<file path="src/rtl/msk_pkg.sv">
// Shared helpers for the masked (share-wise) datapath blocks.
// Share layout: bit b of share s sits at index b*d+s.
package msk_pkg;

    // Flat index of lane b, share s in a d-share bus.
    function automatic int msk_idx(input int b, input int s, input int d);
        return b * d + s;
    endfunction

    // Counter width able to hold 0..n-1, never narrower than one bit.
    function automatic int cnt_w(input int n);
        return (n <= 1) ? 1 : $clog2(n);
    endfunction

endpackage

</file>
<file path="src/rtl/msk_xor_accumulator_if.sv">
// Operand / result streams of the masked XOR accumulator.
// The master side produces operands and randomness and consumes results.
interface msk_xor_accumulator_if #(
    parameter int d     = 2,
    parameter int count = 1
);
    logic [count*d-1:0]     in_data;
    logic                   in_valid;
    logic                   in_ready;
    logic [count*(d-1)-1:0] rnd;
    logic [count*d-1:0]     out_data;
    logic                   out_valid;
    logic                   out_ready;
    logic                   busy;

    modport master (
        output in_data, in_valid, rnd, out_ready,
        input  in_ready, out_data, out_valid, busy
    );

    modport slave (
        input  in_data, in_valid, rnd, out_ready,
        output in_ready, out_data, out_valid, busy
    );
endinterface

</file>
<file path="src/rtl/MSKxor.sv">
// Share-wise XOR of two sharings. Linear in every share, so no
// randomness is needed and shares are never combined.
module MSKxor #(
    parameter int d     = 2,
    parameter int count = 1
) (
    input  logic [count*d-1:0] ina,
    input  logic [count*d-1:0] inb,
    output logic [count*d-1:0] out
);
    assign out = ina ^ inb;
endmodule

</file>
<file path="src/rtl/msk_refresh.sv">
// Additive refresh: shares 0..d-2 take one fresh bit each, the last
// share takes the parity of those bits, so the unshared value is kept.
module msk_refresh
    import msk_pkg::*;
#(
    parameter int d     = 2,
    parameter int count = 1
) (
    input  logic [count*d-1:0]     in_sh,
    input  logic [count*(d-1)-1:0] rnd,
    output logic [count*d-1:0]     out_sh
);

    for (genvar b = 0; b < count; b++) begin : g_lane
        logic [d-1:0] sh;

        // Per-lane refresh of the d shares of bit b.
        always_comb begin
            logic par;
            par = 1'b0;
            sh  = in_sh[msk_idx(b, 0, d) +: d];
            for (int s = 0; s < d - 1; s++) begin
                sh[s] = sh[s] ^ rnd[b*(d-1)+s];
                par   = par ^ rnd[b*(d-1)+s];
            end
            sh[d-1] = sh[d-1] ^ par;
        end

        assign out_sh[msk_idx(b, 0, d) +: d] = sh;
    end

endmodule

</file>
<file path="src/rtl/msk_xor_accumulator.sv">
// Masked multi-operand XOR accumulator: folds NOPS sharings into one,
// share-wise, and hands the (optionally refreshed) result out through
// a one-entry output register. in_ready depends combinationally on
// out_ready only for the completing operand of a frame.
module msk_xor_accumulator
    import msk_pkg::*;
#(
    parameter int d       = 2,
    parameter int count   = 1,
    parameter int NOPS    = 4,
    parameter int REFRESH = 1
) (
    input logic                 clk,
    input logic                 rst_n,
    msk_xor_accumulator_if.slave bus
);

    localparam int            W     = count * d;
    localparam int            KW    = cnt_w(NOPS);
    localparam logic [KW-1:0] KLAST = KW'(NOPS - 1);

    logic [KW-1:0] k;
    logic [W-1:0]  acc;
    logic [W-1:0]  xor_res;
    logic [W-1:0]  res;
    logic [W-1:0]  ref_res;
    logic [W-1:0]  out_q;
    logic          out_vld;
    logic          busy_q;
    logic          last;
    logic          in_rdy;
    logic          fire;

    assign last   = (k == KLAST);
    // Only a completing operand can stall, and only while the previous
    // result is still waiting to be taken.
    assign in_rdy = !(last && out_vld && !bus.out_ready);
    assign fire   = bus.in_valid && in_rdy;

    // Share-wise fold of the incoming operand into the running value.
    for (genvar b = 0; b < count; b++) begin : g_xor
        MSKxor #(
            .d     (d),
            .count (1)
        ) u_xor (
            .ina (acc[msk_idx(b, 0, d) +: d]),
            .inb (bus.in_data[msk_idx(b, 0, d) +: d]),
            .out (xor_res[msk_idx(b, 0, d) +: d])
        );
    end

    // First operand of a frame replaces acc, so a stale frame needs no clear.
    assign res = (k == '0) ? bus.in_data : xor_res;

    if (REFRESH != 0) begin : g_refresh
        msk_refresh #(
            .d     (d),
            .count (count)
        ) u_refresh (
            .in_sh  (res),
            .rnd    (bus.rnd),
            .out_sh (ref_res)
        );
    end else begin : g_norefresh
        logic unused_rnd;
        assign unused_rnd = ^bus.rnd;
        assign ref_res    = res;
    end

    // Operand counter, accumulator and output register. A consume is
    // applied first so a same-cycle new result keeps out_valid high.
    always_ff @(posedge clk or negedge rst_n) begin
        if (!rst_n) begin
            k       <= '0;
            acc     <= '0;
            out_q   <= '0;
            out_vld <= 1'b0;
            busy_q  <= 1'b0;
        end else begin
            if (out_vld && bus.out_ready)
                out_vld <= 1'b0;
            if (fire) begin
                acc <= res;
                if (last) begin
                    k       <= '0;
                    busy_q  <= 1'b0;
                    out_q   <= ref_res;
                    out_vld <= 1'b1;
                end else begin
                    k      <= k + 1'b1;
                    busy_q <= 1'b1;
                end
            end
        end
    end

    assign bus.in_ready  = in_rdy;
    assign bus.out_data  = out_q;
    assign bus.out_valid = out_vld;
    assign bus.busy      = busy_q;

endmodule

</file>
<file path="src/flat_wrapper.sv">
// flat-port wrapper written by rule: the top's interface ports become plain ports
module msk_xor_accumulator_flat import msk_pkg::*;
#(
    parameter int d       = 2,
    parameter int count   = 1,
    parameter int NOPS    = 4,
    parameter int REFRESH = 1
)
  (clk, rst_n, bus_in_data, bus_in_valid, bus_rnd, bus_out_ready, bus_in_ready, bus_out_data, bus_out_valid, bus_busy);
  msk_xor_accumulator_if #(.d(d), .count(count)) bus_i ();
  input logic clk;
  input logic rst_n;
  input wire logic [$bits(bus_i.in_data)-1:0] bus_in_data;
  input wire logic [$bits(bus_i.in_valid)-1:0] bus_in_valid;
  input wire logic [$bits(bus_i.rnd)-1:0] bus_rnd;
  input wire logic [$bits(bus_i.out_ready)-1:0] bus_out_ready;
  output wire logic [$bits(bus_i.in_ready)-1:0] bus_in_ready;
  output wire logic [$bits(bus_i.out_data)-1:0] bus_out_data;
  output wire logic [$bits(bus_i.out_valid)-1:0] bus_out_valid;
  output wire logic [$bits(bus_i.busy)-1:0] bus_busy;
  assign bus_i.in_data = bus_in_data;
  assign bus_i.in_valid = bus_in_valid;
  assign bus_i.rnd = bus_rnd;
  assign bus_i.out_ready = bus_out_ready;
  assign bus_in_ready = bus_i.in_ready;
  assign bus_out_data = bus_i.out_data;
  assign bus_out_valid = bus_i.out_valid;
  assign bus_busy = bus_i.busy;
  msk_xor_accumulator #(.d(d), .count(count), .NOPS(NOPS), .REFRESH(REFRESH)) u_core (.clk(clk), .rst_n(rst_n), .bus(bus_i));
endmodule
</file>
<file path="config.mk">
export PLATFORM = sky130hd
export DESIGN_NAME = msk_xor_accumulator_flat
export DESIGN_NICKNAME = d
export VERILOG_FILES = /design/src/rtl/msk_pkg.sv /design/src/rtl/msk_xor_accumulator_if.sv /design/src/rtl/MSKxor.sv /design/src/rtl/msk_refresh.sv /design/src/rtl/msk_xor_accumulator.sv /design/src/flat_wrapper.sv
export SDC_FILE = /design/constraint.sdc
export NUM_CORES = 1
export LEC_CHECK = 0
export BUFFER_PORTS_ARGS = -buffer_cell sky130_fd_sc_hd__buf_2
export CORE_AREA = 4 4 41 43
export DETAILED_ROUTE_END_ITERATION = 12
export DIE_AREA = 0 0 45 47
export SLEW_MARGIN = 20
export SYNTH_ARGS = -nofsm -noshare
export SYNTH_HDL_FRONTEND = slang
export SYNTH_SLANG_ARGS = --single-unit
export TNS_END_PERCENT = 10
</file>
<file path="constraint.sdc">
create_clock -name clk -period 1.4 [get_ports clk]
set_input_delay 0.07 -clock clk [delete_from_list [all_inputs] [get_ports clk]]
set_output_delay 0.07 -clock clk [all_outputs]
set_load 0.02 [all_outputs]
</file>
==> load_flow_metrics.sql, run 1 <==
INSERT INTO impl_metrics (metric_group, metric, value, unit) VALUES
('outcome', 'outcome', 'complete, no violations', ''),
('worst_hold_path', 'hold-path-endpoint', 'u_core.k[1]$_DFFE_PN0P_', ''),
('critical_path', 'required', '1.53', 'ns'),
('clock_tree', 'clockBufferDepth', '2', ''),
('sta', 'unrepaired_setup_endpoints_after_global_routing', 'false', ''),
('critical_path', 'critical_path.max_stage_delay', '0.35', 'ns'),
('die', 'coreArea', '1300', 'um^2'),
('power_and_ir_drop', 'cell_area_power_density', '1910', 'nW/um^2'),
('critical_path', 'rr_worst_depth', '5', ''),
('worst_hold_path', 'hold_class', 'in -> reg', ''),
('finish', 'num_antenna_cells', '0', ''),
('critical_path', 'cp_data_arrival_time', '1.40', 'ns'),
('finish', 'layoutNonFillerInstCount', '68', ''),
('synth', 'synth_seq_area_share', '46.2', '%'),
('detailed_routing', 'number_of_drc_markers_in_iteration_0', '4', ''),
('sta', 'drv_slew', '0', ''),
('finish', 'final_net_count', '64', ''),
('synth', 'share_of_synthesized_cell_area_in_full_adder_half_adder_and_majority_cells', '5.78', '%'),
('detailed_routing', 'avgRoutedWirePerCell', '11.4', 'um'),
('power_and_ir_drop', 'max-vdd-ir-drop', '0.000681', 'V'),
('grt', 'grt_pass1_wl', '1440', 'um'),
('worst_hold_path', 'whs_path_depth', '3', ''),
('detailed_routing', 'antenna_left', '0', ''),
('synth', 'synth_compound_gate_area_share', '8.38', '%'),
('die', 'die_footprint', '2120', 'um^2'),
('sta', 'slew_headroom', '87.5', '%'),
('critical_path', 'timing.critical_path.from_type', 'flop', ''),
('sta', 'tightest_slew', '0.186', 'ns'),
('power_and_ir_drop', 'seq_power_share', '37.9', '%'),
('power_and_ir_drop', 'combinationalPowerShare', '44.9', '%'),
('sta', 'final.period_utilization', '90.3', '%'),
('critical_path', 'worst_r2r_endpoint', 'u_core.bus.out_data[1]$_DFFE_PN0P_', ''),
('clock_tree', 'insertion_delay_of_the_later_clocked_pin_in_the_worst_skew_pair', '0.25', 'ns'),
('detailed_routing', 'via_density_per_instance', '4.54', ''),
('critical_path', 'worst_path_max_delay_cell', 'sky130_fd_sc_hd__dfrtp_1', ''),
('clock_tree', 'ctsResizeCount', '0', ''),
('clock_tree', 'clock_tree.root_cell', 'sky130_fd_sc_hd__clkbuf_4', ''),
('finish', 'area_growth', '24.6', '%'),
('detailed_routing', 'route.vias.total', '309', ''),
('critical_path', 'cp.buffers_inverters', '1', ''),
('critical_path', 'critical-path-top-delay-family', 'flip-flops', ''),
('grt', 'globalRouteOverflowTotal', '0', ''),
('critical_path', 'cp_max_fo', '4', ''),
('finish', 'share_of_layout_cells_above_drive_strength_1', '37.7', '%'),
('clock_tree', 'cts_buffers', '3', ''),
('finish', 'fillers', '138', ''),
('synth', 'synth_seq_cells', '8', ''),
('grt', 'maximum_number_of_pins_on_one_net_before_global_route_repair', '9', ''),
('critical_path', 'critPathKind', 'reg -> reg', ''),
('synth', 'yosys.area_share.simple', '20.5', '%'),
('grt', 'grt_antenna_before_repair', '0', ''),
('power_and_ir_drop', 'leakage_power_summed_over_all_cells', '0.279', 'nW'),
('worst_hold_path', 'min-delay-start', 'bus_in_valid', ''),
('synth', 'synth.cell_area', '433', 'um^2'),
('power_and_ir_drop', 'power.net_switching', '0.382', 'mW'),
('job', 'drv_cap', '0', ''),
('synth', 'synth_mux_area_share', '7.51', '%'),
('synth', 'synth_warnings', '0', ''),
('synth', 'yosys.area_share.xor_xnor', '8.09', '%'),
('power_and_ir_drop', 'pwr-share-clk', '17.2', '%'),
('place', 'gpl.final_weighted_congestion', '0.731', ''),
('sta', 'finalClockSkew', '0.00473', 'ns'),
('sta', 'final.min_clock_period', '1.26', 'ns'),
('clock_tree', 'cts_max_level', '1', ''),
('clock_tree', 'clock_transition_at_the_registers_of_the_reported_paths', '0.06', 'ns'),
('grt', 'via_count_of_the_first_global_routing_pass', '324', ''),
('sta', 'fmax', '0.791', 'GHz'),
('power_and_ir_drop', 'cell_internal_pwr', '0.648', 'mW'),
('power_and_ir_drop', 'switching_share', '37.1', '%'),
('detailed_routing', 'total_wirelength', '773', 'um'),
('die', 'placement_rows', '13', '');
sequential cells by signal (all words and copies together), names as in the netlist:
name / cells
u_core.bus.out_valid: 1
u_core.k: 2
u_core.acc: 2
u_core.bus.out_data: 2
u_core.bus.busy: 1
cell families after synthesis:
group / Yosys count
compound gates: 6
simple gates: 11
buf+inv: 4
flops: 8
fa+ha+maj: 2
xor+xnor: 4
mux: 3
how the worst max path moves through the flow:
stage,cells after the start,slack (ns),start,to
final,5,0.14,u_core.k[0]$_DFFE_PN0P_,u_core.bus.out_data[1]$_DFFE_PN0P_
after global routing,5,0.04,u_core.k[0]$_DFFE_PN0P_,u_core.acc[1]$_DFFE_PN0P_
after CTS,5,0.13,u_core.k[0]$_DFFE_PN0P_,u_core.bus.out_data[1]$_DFFE_PN0P_
after detailed placement,5,0.13,u_core.k[0]$_DFFE_PN0P_,u_core.bus.out_data[1]$_DFFE_PN0P_
after global placement,5,0.18,u_core.k[0]$_DFFE_PN0P_,u_core.bus.out_data[1]$_DFFE_PN0P_
after floorplan,5,0.23,u_core.k[0]$_DFFE_PN0P_,u_core.bus.out_data[1]$_DFFE_PN0P_
layout make-up:
| class | count | area [um^2] | share of cell area (%) |
|---|---|---|---|
| clock buffer | 3 | 22.5 | 4.18 |
| inverter | 4 | 15.0 | 2.78 |
| multi-input combinational | 26 | 218 | 40.4 |
| sequential | 8 | 200 | 37.1 |
| tap | 15 | 18.8 | 3.48 |
| timing repair buffer | 12 | 65.1 | 12.1 |
what timing repair did:
action	4_1_cts	5_1_grt
setup buffers	0	0
hold buffers	1	0
endpoints found under the hold margin	8	0
worst register-to-register path, delay by kind of cell, from the launching register on:
kind,cells,cell delay (ns)
buffers and inverters,1,0.07
XOR/XNOR,1,0.08
flip-flops,1,0.35
multiplexers,1,0.26
adder cells (fa/ha/maj),1,0.24
AND/OR/NAND/NOR,1,0.15
metrics by stage:
| step | total power [mW] | hold WS, ns | util [%] | setup WS [ns] | instance area, um^2 |
|---|---|---|---|---|---|
| CTS | 1.05 | 0.118 | 41.4 | 0.130 | 539 |
| global placement | 0.853 | -0.0739 | 38.9 | 0.178 | 507 |
| finish | 1.03 | 0.116 | 41.4 | 0.136 | 539 |
| global route | 1.13 | 0.150 | 41.4 | 0.0441 | 539 |
| detailed placement | 0.865 | -0.0720 | 38.9 | 0.132 | 507 |
| floorplan | 0.742 | -0.226 | - | 0.227 | 433 |
Yosys cell counts (all sizes together):
master / instances / share of area, %
a21oi: 1 / 1.2
a31oi: 1 / 1.4
and2: 1 / 2.0
dfrtp: 8 / 46
ha: 2 / 5.8
inv: 4 / 3.5
mux2: 2 / 5.2
mux2i: 1 / 2.3
nand2: 1 / 0.87
nand2b: 2 / 2.9
nand3: 2 / 3.5
nand3b: 2 / 6.4
nand4: 1 / 1.4
nor2b: 1 / 2.0
o211ai: 1 / 1.7
o21a: 1 / 1.7
o21ai: 2 / 2.3
or3: 1 / 1.4
xnor2: 4 / 8.1
power by group through the flow:
| stage | clock network [mW] | registers, mW | logic [mW] |
|---|---|---|---|
| after floorplan | 0 | 0.453 | 0.289 |
| after global placement | 0 | 0.394 | 0.459 |
| after detailed placement | 0 | 0.396 | 0.469 |
| after CTS | 0.184 | 0.392 | 0.472 |
| after global routing | 0.193 | 0.406 | 0.530 |
| final | 0.177 | 0.390 | 0.463 |
metal layers:
metal  share of wire, %  vias up  track usage, %
met5                  0        -               0
met4                  0        0            3.51
met2                 42        8            13.0
met3                7.5        0            2.30
met1                 51      139            13.5
li1                   -      162               -
layout by cell type (no fill, tap or decap):
| master | synthesis | final |
|---|---|---|
| sky130_fd_sc_hd__nand3_2 | 1 | 1 |
| sky130_fd_sc_hd__nand4_1 | 1 | 1 |
| sky130_fd_sc_hd__nor2b_2 | 1 | 1 |
| sky130_fd_sc_hd__nand3b_1 | 1 | 1 |
| sky130_fd_sc_hd__and2_4 | 1 | 1 |
| sky130_fd_sc_hd__dfrtp_1 | 8 | 8 |
| sky130_fd_sc_hd__o21ai_1 | 2 | 2 |
| sky130_fd_sc_hd__nand2b_1 | 2 | 2 |
| sky130_fd_sc_hd__mux2_2 | 2 | 2 |
| sky130_fd_sc_hd__mux2i_1 | 1 | 1 |
| sky130_fd_sc_hd__nand3b_4 | 1 | 1 |
| sky130_fd_sc_hd__o21a_1 | 1 | 1 |
| sky130_fd_sc_hd__clkbuf_4 | 0 | 3 |
| sky130_fd_sc_hd__nand2_1 | 1 | 1 |
| sky130_fd_sc_hd__inv_1 | 4 | 4 |
| sky130_fd_sc_hd__o211ai_1 | 1 | 1 |
| sky130_fd_sc_hd__a21oi_1 | 1 | 1 |
| sky130_fd_sc_hd__ha_1 | 2 | 2 |
| sky130_fd_sc_hd__xnor2_1 | 4 | 4 |
| sky130_fd_sc_hd__nand3_1 | 1 | 1 |
| sky130_fd_sc_hd__buf_2 | 0 | 11 |
| sky130_fd_sc_hd__or3_1 | 1 | 1 |
| sky130_fd_sc_hd__a31oi_1 | 1 | 1 |
| sky130_fd_sc_hd__dlygate4sd3_1 | 0 | 1 |
Note: power is estimated with default switching activity, not from simulation.
==> run 2, diff against run 1 <==
--- a/config.mk
+++ b/config.mk
@@ -9,6 +9,7 @@
 export CORE_AREA = 4 4 41 43
 export DETAILED_ROUTE_END_ITERATION = 12
 export DIE_AREA = 0 0 45 47
+export RECOVER_POWER = 50
 export SLEW_MARGIN = 20
 export SYNTH_ARGS = -nofsm -noshare
 export SYNTH_HDL_FRONTEND = slang
==> run 2 against run 1 <==
Cell area down 0.70%. Count of clock-buffer cells in the layout is the same. Hold slack is the same. Routed wire length up 0.39%. Cell count unchanged. Sequential share of layout area is 0.26 points higher. Sequential power barely moved. Global-route usage is the same. Die area unchanged. Critical path depth unchanged. Clock skew unchanged. Register-to-register slack about the same. Critical path type unchanged. Largest cell class unchanged.
==> load_flow_metrics.sql, run 2 (synthesis results as in run 1) <==
INSERT INTO impl_metrics (metric_group, metric, value, unit) VALUES
('outcome', 'outcome', 'complete, no violations', ''),
('power_and_ir_drop', 'max-vdd-ir-drop', '0.000677', 'V'),
('grt', 'grt_usage', '9.24', '%'),
('finish', 'final_net_count', '64', ''),
('sta', 'final-hold-violation-count', '0', ''),
('clock_tree', 'post_cts.repair.setup_buffers', '0', ''),
('die', 'fp.dieW', '45', 'um'),
('sta', 'drv_slew', '0', ''),
('detailed_routing', 'number_of_drc_markers_in_iteration_0', '4', ''),
('power_and_ir_drop', 'post-layout-total-power', '1.02', 'mW'),
('detailed_routing', 'antenna_left', '0', ''),
('detailed_routing', 'detail_route.first_pass.iterations', '2', ''),
('die', 'start_util', '33.3', '%'),
('grt', 'globalRouteOverflowTotal', '0', ''),
('sta', 'unrepaired_setup_endpoints_after_global_routing', 'false', ''),
('finish', 'fin_area', '536', 'um^2'),
('clock_tree', 'cts_buffers', '3', ''),
('place', 'post_placement_cell_area', '507', 'um^2'),
('critical_path', 'cp_max_fo', '4', ''),
('place', 'dpl_worst_slack', '0.132', 'ns'),
('clock_tree', 'insertion_delay_of_the_later_clocked_pin_in_the_worst_skew_pair', '0.25', 'ns'),
('sta', 'slew_headroom', '69.1', '%'),
('finish', 'num_antenna_cells', '0', ''),
('sta', 'final.min_clock_period', '1.26', 'ns'),
('critical_path', 'critPathKind', 'reg -> reg', ''),
('critical_path', 'endpoint_kind', 'flop', ''),
('finish', 'multi_input_comb_area', '218', 'um^2'),
('die', 'die_height', '47', 'um'),
('place', 'gpl.final_weighted_congestion', '0.731', ''),
('die', 'die_footprint', '2120', 'um^2'),
('clock_tree', 'ctsResizeCount', '0', ''),
('clock_tree', 'clockBufferDepth', '2', ''),
('die', 'coreArea', '1300', 'um^2'),
('sta', 'fin_tns_setup', '0', 'ns'),
('grt', 'grt_antenna_before_repair', '0', ''),
('detailed_routing', 'detail_route.drc_violations', '0', ''),
('finish', 'ff_latch_area', '200', 'um^2'),
('grt', 'grt_pass1_wl', '1440', 'um'),
('clock_tree', 'cts_sinks', '8', ''),
('sta', 'tightest_slew', '0.464', 'ns'),
('sta', 'fmax', '0.791', 'GHz'),
('clock_tree', 'cts_max_level', '1', ''),
('detailed_routing', 'route.vias.total', '309', ''),
('power_and_ir_drop', 'cell_area_power_density', '1910', 'nW/um^2'),
('critical_path', 'cp_data_arrival_time', '1.40', 'ns'),
('power_and_ir_drop', 'leakage_power_summed_over_all_cells', '0.271', 'nW'),
('critical_path', 'crit_path_start', 'u_core.k[0]$_DFFE_PN0P_', ''),
('clock_tree', 'tritoncts_clock_tree', 'yes', ''),
('die', 'placement_rows', '13', ''),
('critical_path', 'timing.critical_path.from_type', 'flop', ''),
('detailed_routing', 'avgRoutedWirePerCell', '11.4', 'um'),
('worst_hold_path', 'min-delay-start', 'bus_in_valid', ''),
('clock_tree', 'clock_transition_at_the_registers_of_the_reported_paths', '0.06', 'ns'),
('grt', 'via_count_of_the_first_global_routing_pass', '324', ''),
('sta', 'final-setup-viol-count', '0', ''),
('sta', 'finalClockSkew', '0.00473', 'ns'),
('finish', 'area_growth', '23.7', '%'),
('sta', 'final.period_utilization', '90.3', '%'),
('finish', 'fillers', '140', ''),
('critical_path', 'required', '1.53', 'ns'),
('finish', 'share_of_layout_cells_above_drive_strength_1', '32.1', '%'),
('critical_path', 'reg2reg_from', 'u_core.k[0]$_DFFE_PN0P_', ''),
('detailed_routing', 'via_density_per_instance', '4.54', ''),
('clock_tree', 'clock_tree.root_cell', 'sky130_fd_sc_hd__clkbuf_4', ''),
('finish', 'most-common-layout-cells', '8 x sky130_fd_sc_hd__buf_2, 8 x sky130_fd_sc_hd__dfrtp_1, 4 x sky130_fd_sc_hd__inv_1, 4 x sky130_fd_sc_hd__xnor2_1', ''),
('die', 'design.portCount', '12', ''),
('job', 'drv_cap', '0', ''),
('place', 'portBuffers', '11', ''),
('sta', 'finalWorstSetupSlack', '0.136', 'ns'),
('worst_hold_path', 'hold_class', 'in -> reg', ''),
('grt', 'maximum_number_of_pins_on_one_net_before_global_route_repair', '9', ''),
('detailed_routing', 'total_wirelength', '776', 'um');
run 2: cell count changes in the layout (fill, tap and decap cells not counted):
cell | before | now
sky130_fd_sc_hd__buf_2 | 11 | 8
sky130_fd_sc_hd__clkbuf_1 | 0 | 3
run 2: per-layer routing:
layer | track usage [%] | vias to the layer above | routed length (um)
met5 | 0 | - | 0
met4 | 3.51 | 0 | 0
met3 | 2.30 | 0 | 59
met2 | 13.0 | 8 | 322
met1 | 13.5 | 139 | 394
li1 | - | 162 | -
run 2: per-stage QoR:
stage / cells / hold slack, ns / utilization (%)
after global routing: 68 / 0.150 / 41.2
final: 68 / 0.116 / 41.2
after global placement: 64 / -0.0739 / 38.9
after floorplan: 38 / -0.226 / -
after detailed placement: 64 / -0.0720 / 38.9
after CTS: 68 / 0.118 / 41.4
run 2: power by group:
part | switching (mW) | internal [mW]
Sequential | 0.0547 | 0.336
Combinational | 0.250 | 0.204
Clock | 0.0788 | 0.0982
run 2: final cells by class:
class / instances / area share (%)
clock buffer: 3 / 4.21
timing repair buffer: 12 / 11.4
tap: 15 / 3.50
inverter: 4 / 2.80
multi-input combinational: 26 / 40.7
sequential: 8 / 37.4
run 2: worst paths after layout:
check                                                     end  slack, ns  cells past startpoint
setup / recovery           u_core.bus.out_data[1]$_DFFE_PN0P_       0.14                      5
hold / removal                        u_core.k[1]$_DFFE_PN0P_       0.12                      3
setup reg to reg           u_core.bus.out_data[1]$_DFFE_PN0P_       0.14                      5
hold reg to reg                   u_core.bus.busy$_DFFE_PN0P_       0.48                      1
max in group asynchronous  u_core.bus.out_data[1]$_DFFE_PN0P_       0.80                      2
min in group asynchronous           u_core.acc[0]$_DFFE_PN0P_       0.28                      2
run 2: worst max-delay path: stages, from the launching register on:
cell and delay, ns:
sky130_fd_sc_hd__dfrtp_1 0.35, sky130_fd_sc_hd__inv_1 0.07, sky130_fd_sc_hd__ha_1 0.24, sky130_fd_sc_hd__nor2b_2 0.15, sky130_fd_sc_hd__xnor2_1 0.08, sky130_fd_sc_hd__mux2_2 0.26
run 2: timing repair:
action,CTS,global route
hold buffers,1,0
endpoints found under the hold margin,8,0
setup endpoints to repair,0,0
